$ cat config.mk
export PLATFORM = sky130hd
export DESIGN_NAME = inst_reg_reg_file
export DESIGN_NICKNAME = d
export VERILOG_FILES = /design/src/rtl/inst_reg_pkg.sv /design/src/rtl/reg_file_16x16.sv /design/src/rtl/inst_reg_reg_file.sv
export SDC_FILE = /design/constraint.sdc
export NUM_CORES = 1
export LEC_CHECK = 0
export BUFFER_PORTS_ARGS = -buffer_cell sky130_fd_sc_hd__buf_2
export CORE_ASPECT_RATIO = 1.2
export CORE_MARGIN = 5
export CORE_UTILIZATION = 42
export DETAILED_ROUTE_END_ITERATION = 7
export GPL_ROUTABILITY_DRIVEN = 0
export HOLD_SLACK_MARGIN = 0.1
export MAX_ROUTING_LAYER = met4
export PLACE_DENSITY_LB_ADDON = 0.2
export SYNTH_ARGS = -nofsm -noshare
export SYNTH_HDL_FRONTEND = slang
export SYNTH_SLANG_ARGS = --single-unit
$ cat constraint.sdc
create_clock -name Clock -period 2.28 [get_ports Clock]
set_clock_uncertainty 0.15 [all_clocks]
set_input_delay 0.114 -clock Clock [delete_from_list [all_inputs] [get_ports Clock]]
set_output_delay 0.114 -clock Clock [all_outputs]
set_load 0.02 [all_outputs]
$ cat src/rtl/inst_reg_pkg.sv
// Shared encodings and widths for the IR/register-file front-end.
// Select codes for read/write address muxes and writeback source.
package inst_reg_pkg;

  localparam int REG_W  = 16;
  localparam int ADDR_W = 4;
  localparam int NREGS  = 16;

  localparam logic [ADDR_W-1:0] LINK_REG = 4'hF;

  localparam logic [1:0] R1_IR11_8  = 2'b00;
  localparam logic [1:0] R1_IR7_4   = 2'b01;
  localparam logic [1:0] R1_IR3_0   = 2'b10;
  localparam logic [1:0] R1_IR15_12 = 2'b11;

  localparam logic R2_IR7_4 = 1'b0;
  localparam logic R2_IR3_0 = 1'b1;

  localparam logic [1:0] WA_IR11_8 = 2'b00;
  localparam logic [1:0] WA_IR7_4  = 2'b01;
  localparam logic [1:0] WA_IR3_0  = 2'b10;
  localparam logic [1:0] WA_LINK   = 2'b11;

  localparam logic [1:0] WD_ALU  = 2'b00;
  localparam logic [1:0] WD_MDR  = 2'b01;
  localparam logic [1:0] WD_PC   = 2'b10;
  localparam logic [1:0] WD_IMM8 = 2'b11;

  function automatic logic [REG_W-1:0] zext8(
    input logic [7:0] v
  );
    return {8'h00, v};
  endfunction

endpackage

$ cat src/rtl/reg_file_16x16.sv
// 16x16 register file: two combinational read ports,
// one synchronous write port, synchronous active-high reset.
module reg_file_16x16
  import inst_reg_pkg::*;
(
  input  logic              clk,
  input  logic              rst,
  input  logic              we,
  input  logic [ADDR_W-1:0] waddr,
  input  logic [REG_W-1:0]  wdata,
  input  logic [ADDR_W-1:0] raddr1,
  input  logic [ADDR_W-1:0] raddr2,
  output logic [REG_W-1:0]  rdata1,
  output logic [REG_W-1:0]  rdata2
);

  logic [REG_W-1:0] regs [NREGS];

  // Clear all entries on reset, otherwise single write when enabled.
  always_ff @(posedge clk) begin
    if (rst) begin
      for (int i = 0; i < NREGS; i++) begin
        regs[i] <= '0;
      end
    end else if (we) begin
      regs[waddr] <= wdata;
    end
  end

  // Reads see stored contents only; no bypass of the pending write.
  always_comb begin
    rdata1 = regs[raddr1];
    rdata2 = regs[raddr2];
  end

endmodule

$ cat src/rtl/inst_reg_reg_file.sv
// Instruction register plus register file with operand/writeback muxes.
// Addresses and imm8 come from the IR value held before the clock edge.
module inst_reg_reg_file
  import inst_reg_pkg::*;
(
  input  logic              Clock,
  input  logic              Reset,
  input  logic              IRWrite,
  input  logic [REG_W-1:0]  MemData,
  input  logic [1:0]        RegOneRead,
  input  logic              RegTwoRead,
  input  logic [1:0]        RegWriteCode,
  input  logic [REG_W-1:0]  ALURegOut,
  input  logic [REG_W-1:0]  MemDataReg,
  input  logic [REG_W-1:0]  PC,
  input  logic [1:0]        MemToReg,
  input  logic              RegWrite,
  output logic [ADDR_W-1:0] IR15_12,
  output logic [ADDR_W-1:0] IR11_8,
  output logic [ADDR_W-1:0] IR7_4,
  output logic [ADDR_W-1:0] IR3_0,
  output logic [REG_W-1:0]  read1,
  output logic [REG_W-1:0]  read2
);

  logic [REG_W-1:0]  ir;
  logic [ADDR_W-1:0] raddr1;
  logic [ADDR_W-1:0] raddr2;
  logic [ADDR_W-1:0] waddr;
  logic [REG_W-1:0]  wdata;

  // Latch the fetched word; reset wins over the load.
  always_ff @(posedge Clock) begin
    if (Reset) begin
      ir <= '0;
    end else if (IRWrite) begin
      ir <= MemData;
    end
  end

  assign IR15_12 = ir[15:12];
  assign IR11_8  = ir[11:8];
  assign IR7_4   = ir[7:4];
  assign IR3_0   = ir[3:0];

  // Select register addresses from IR fields.
  always_comb begin
    raddr1 = IR11_8;
    raddr2 = IR7_4;
    waddr  = IR11_8;
    unique case (RegOneRead)
      R1_IR11_8:  raddr1 = IR11_8;
      R1_IR7_4:   raddr1 = IR7_4;
      R1_IR3_0:   raddr1 = IR3_0;
      R1_IR15_12: raddr1 = IR15_12;
      default:    raddr1 = IR11_8;
    endcase
    raddr2 = (RegTwoRead == R2_IR3_0) ? IR3_0 : IR7_4;
    unique case (RegWriteCode)
      WA_IR11_8: waddr = IR11_8;
      WA_IR7_4:  waddr = IR7_4;
      WA_IR3_0:  waddr = IR3_0;
      WA_LINK:   waddr = LINK_REG;
      default:   waddr = IR11_8;
    endcase
  end

  // Pick the writeback source.
  always_comb begin
    wdata = ALURegOut;
    unique case (MemToReg)
      WD_ALU:  wdata = ALURegOut;
      WD_MDR:  wdata = MemDataReg;
      WD_PC:   wdata = PC;
      WD_IMM8: wdata = zext8(ir[7:0]);
      default: wdata = ALURegOut;
    endcase
  end

  reg_file_16x16 u_rf (
    .clk    (Clock),
    .rst    (Reset),
    .we     (RegWrite),
    .waddr  (waddr),
    .wdata  (wdata),
    .raddr1 (raddr1),
    .raddr2 (raddr2),
    .rdata1 (read1),
    .rdata2 (read2)
  );

endmodule

==> results.json <==
{
  "status": "complete, but fails checks",
  "rrSetupSlack_ns": 0.07,
  "postRouteAntennaNets": 0,
  "fp-row-count": 74,
  "arrival_ns": 2.82,
  "grt_max_degree": 33,
  "whs_ns": 0.136,
  "placed_cells": 1790,
  "drv_slew": 0,
  "rsz0062_at_grt": "true",
  "worstSetupStartpointType": "flip-flop",
  "post-place-ws_ns": -0.378,
  "die-height_um": 213,
  "period_share": 1.35,
  "cts.clk_slew.worst_paths_ns": 0.06,
  "crit_fanout": 14,
  "syn_nets": 1238,
  "antenna_found_initial": 0,
  "wire_per_inst_um": 23.3,
  "timing.final.ws_setup_ns": -0.803,
  "relSlewSlack": 0.575,
  "final_cells": 1944,
  "port_buffers": 122,
  "crit_type": "reg2out",
  "drv_cap": 0,
  "syn_to_final_growth_pct": 35.1,
  "p_leak_nw": 7.28,
  "routed_wirelength_um": 45400,
  "clk_latency_ns": 0.55,
  "grt_first_pass_wirelength_um": 68900,
  "timing.rr.end": "u_rf.regs[6][2]",
  "cts_buffer_depth": 3,
  "fin_crit_ns": 3.08,
  "ys_seq_area_frac": 0.553,
  "synthTopCellsByArea": "edfxtp_1 (53%), mux2i_1 (11%), mux4_2 (11%), nor2_1 (7.7%), o22ai_1 (2.8%)",
  "violations": "negative setup slack",
  "first_iter_violations": 909,
  "post-dp-hpwl_um": 29800,
  "dieArea_um2": 38300,
  "syn_inst": 1163,
  "cts_root_buf": "clkbuf_16",
  "holdPathStages": 5,
  "cts_tree": "done",
  "track_usage": 0.239,
  "mappedNetlistArea_um2": 14500,
  "power_density_nw_per_um2": 674,
  "worst_pin_slew_ns": 0.637,
  "r2r_start": "ir[0]",
  "synth_area_leader_cell": "edfxtp_1",
  "syn_area_per_cell_um2": 12.5,
  "grt_pass1_vias": 11400,
  "synth_seq_cells": 272,
  "end_kind": "output pin",
  "synth_top_area_frac": 0.531,
  "r2r_cells": 8,
  "finalSetupViolations": 32,
  "dr.pass1.iters": 5,
  "hold_viol": 0,
  "antenna_cells": 0,
  "via_per_inst": 5.67,
  "drc_errors": 0,
  "cp.required_ns": 2.02,
  "cts_num_sinks": 272,
  "fin_nets": 1543,
  "cts_buffers": 28,
  "synthDistinctLibCells": 37,
  "cts.htree.levels": 1,
  "peakVddDrop_uv": 582,
  "grt.overflow.total": 0,
  "dieWidth_um": 180,
  "start_util": 0.425,
  "hold_class": "in2reg",
  "drive_above_1_share": 0.349,
  "min_from": "RegWrite",
  "design.core.area_um2": 34100,
  "io_pins": 123,
  "vias": 11000,
  "yosys_warnings": 0,
  "fmax_mhz": 324,
  "holdPathEnd": "u_rf.regs[10][4]"
}
==> per-stage QoR <==
| stage | power, mW | instance area [um^2] | util | TNS, ns |
|---|---|---|---|---|
| 2_1_floorplan | 7.26 | 14500 | - | 0 |
| 3_3_place_gp | 8.28 | 16800 | 0.494 | -6.33 |
| 3_5_place_dp | 8.31 | 16800 | 0.494 | -6.69 |
| 4_1_cts | 13.2 | 19400 | 0.569 | -22.92 |
| 5_1_grt | 13.6 | 19600 | 0.575 | -24.50 |
| 6_report | 13.2 | 19600 | 0.575 | -21.94 |
==> logic make-up after synthesis <==
| group | Yosys count | share of synthesized area |
|---|---|---|
| AND/OR/NAND/NOR | 400 | 0.115 |
| flip-flops | 272 | 0.553 |
| multiplexers | 245 | 0.229 |
| AO/OA/AOI/OAI | 149 | 0.0662 |
| buffers and inverters | 97 | 0.0370 |
==> cells in the final DEF, fill, tap and decap left out, types with 24 or more instances in the layout <==
master           n
edfxtp_1       256
o22ai_1         49
buf_2           90
buf_12          50
mux4_2          67
nand2_1         42
o21ai_1         25
dlygate4sd3_1   83
clkbuf_16       30
mux2i_1        153
buf_6           24
nor2_1         296
buf_4          116
==> sequential cells by signal, indices dropped and copies added, names as in the netlist <==
signal     cells
ir            16
u_rf.regs    256
==> critical path: stages (launching register included) <==
cell and delay (ns):
dfxtp_2 0.33, mux4_4 0.68, buf_16 0.21, buf_16 0.17, buf_12 0.16, mux2i_1 0.12
o22ai_1 0.16, nor2_1 0.07, o21ai_1 0.16, buf_4 0.17
==> synth_stat cells, drive strengths merged <==
cell type,n
nor3b,1
nand3,10
nor2b,1
a31oi,16
nor2,299
o22ai,68
or2,1
and2,17
dfxtp,16
clkbuf,53
buf,44
mux2i,164
edfxtp,256
and2b,2
nand2b,20
a21oi,8
a211oi,16
mux2,13
nand2,47
o21ai,40
o22a,1
mux4,68
nor3,2
==> worst max path at each step <==
stage | start | endpoint | slack, ns | cells after the start
5_1_grt | ir[8] | read1[9] | -0.85 | 9
4_1_cts | ir[8] | read1[9] | -0.79 | 8
3_5_place_dp | ir[4] | read2[5] | -0.38 | 9
3_3_place_gp | ir[4] | read2[5] | -0.33 | 9
2_1_floorplan | ir[1] | u_rf.regs[13][0] | 0.001 | 5
6_report | ir[8] | read1[9] | -0.80 | 9
==> per-layer routing <==
layer | wire (um) | track usage
met1 | 17500 | 0.292
met2 | 24100 | 0.429
met3 | 2560 | 0.0263
met4 | 1260 | 0.0610
met5 | 0 | -
==> layout make-up <==
cell class                 count  area, um^2
multi-input combinational    794        6460
clock inverter                16         128
sequential                   272        8010
clock buffer                  34         744
fill                        2807       14500
tap                          456         571
timing repair buffer         372        3660
==> report_power, final <==
| part | leakage (nW) | switching, mW | internal (mW) |
|---|---|---|---|
| logic | 4.07 | 1.55 | 1.42 |
| registers | 2.78 | 0.123 | 5.68 |
| clock network | 0.435 | 1.90 | 2.53 |
==> timing repair <==
action	in CTS	in global routing
pin swaps	44	23
buffers inserted	16	5
hold buffers	83	0
resized for setup	137	52
setup endpoints to repair	38	130
hold endpoints to repair	263	0
cloned	7	1
No activity file was read; power rests on OpenSTA's default activity.
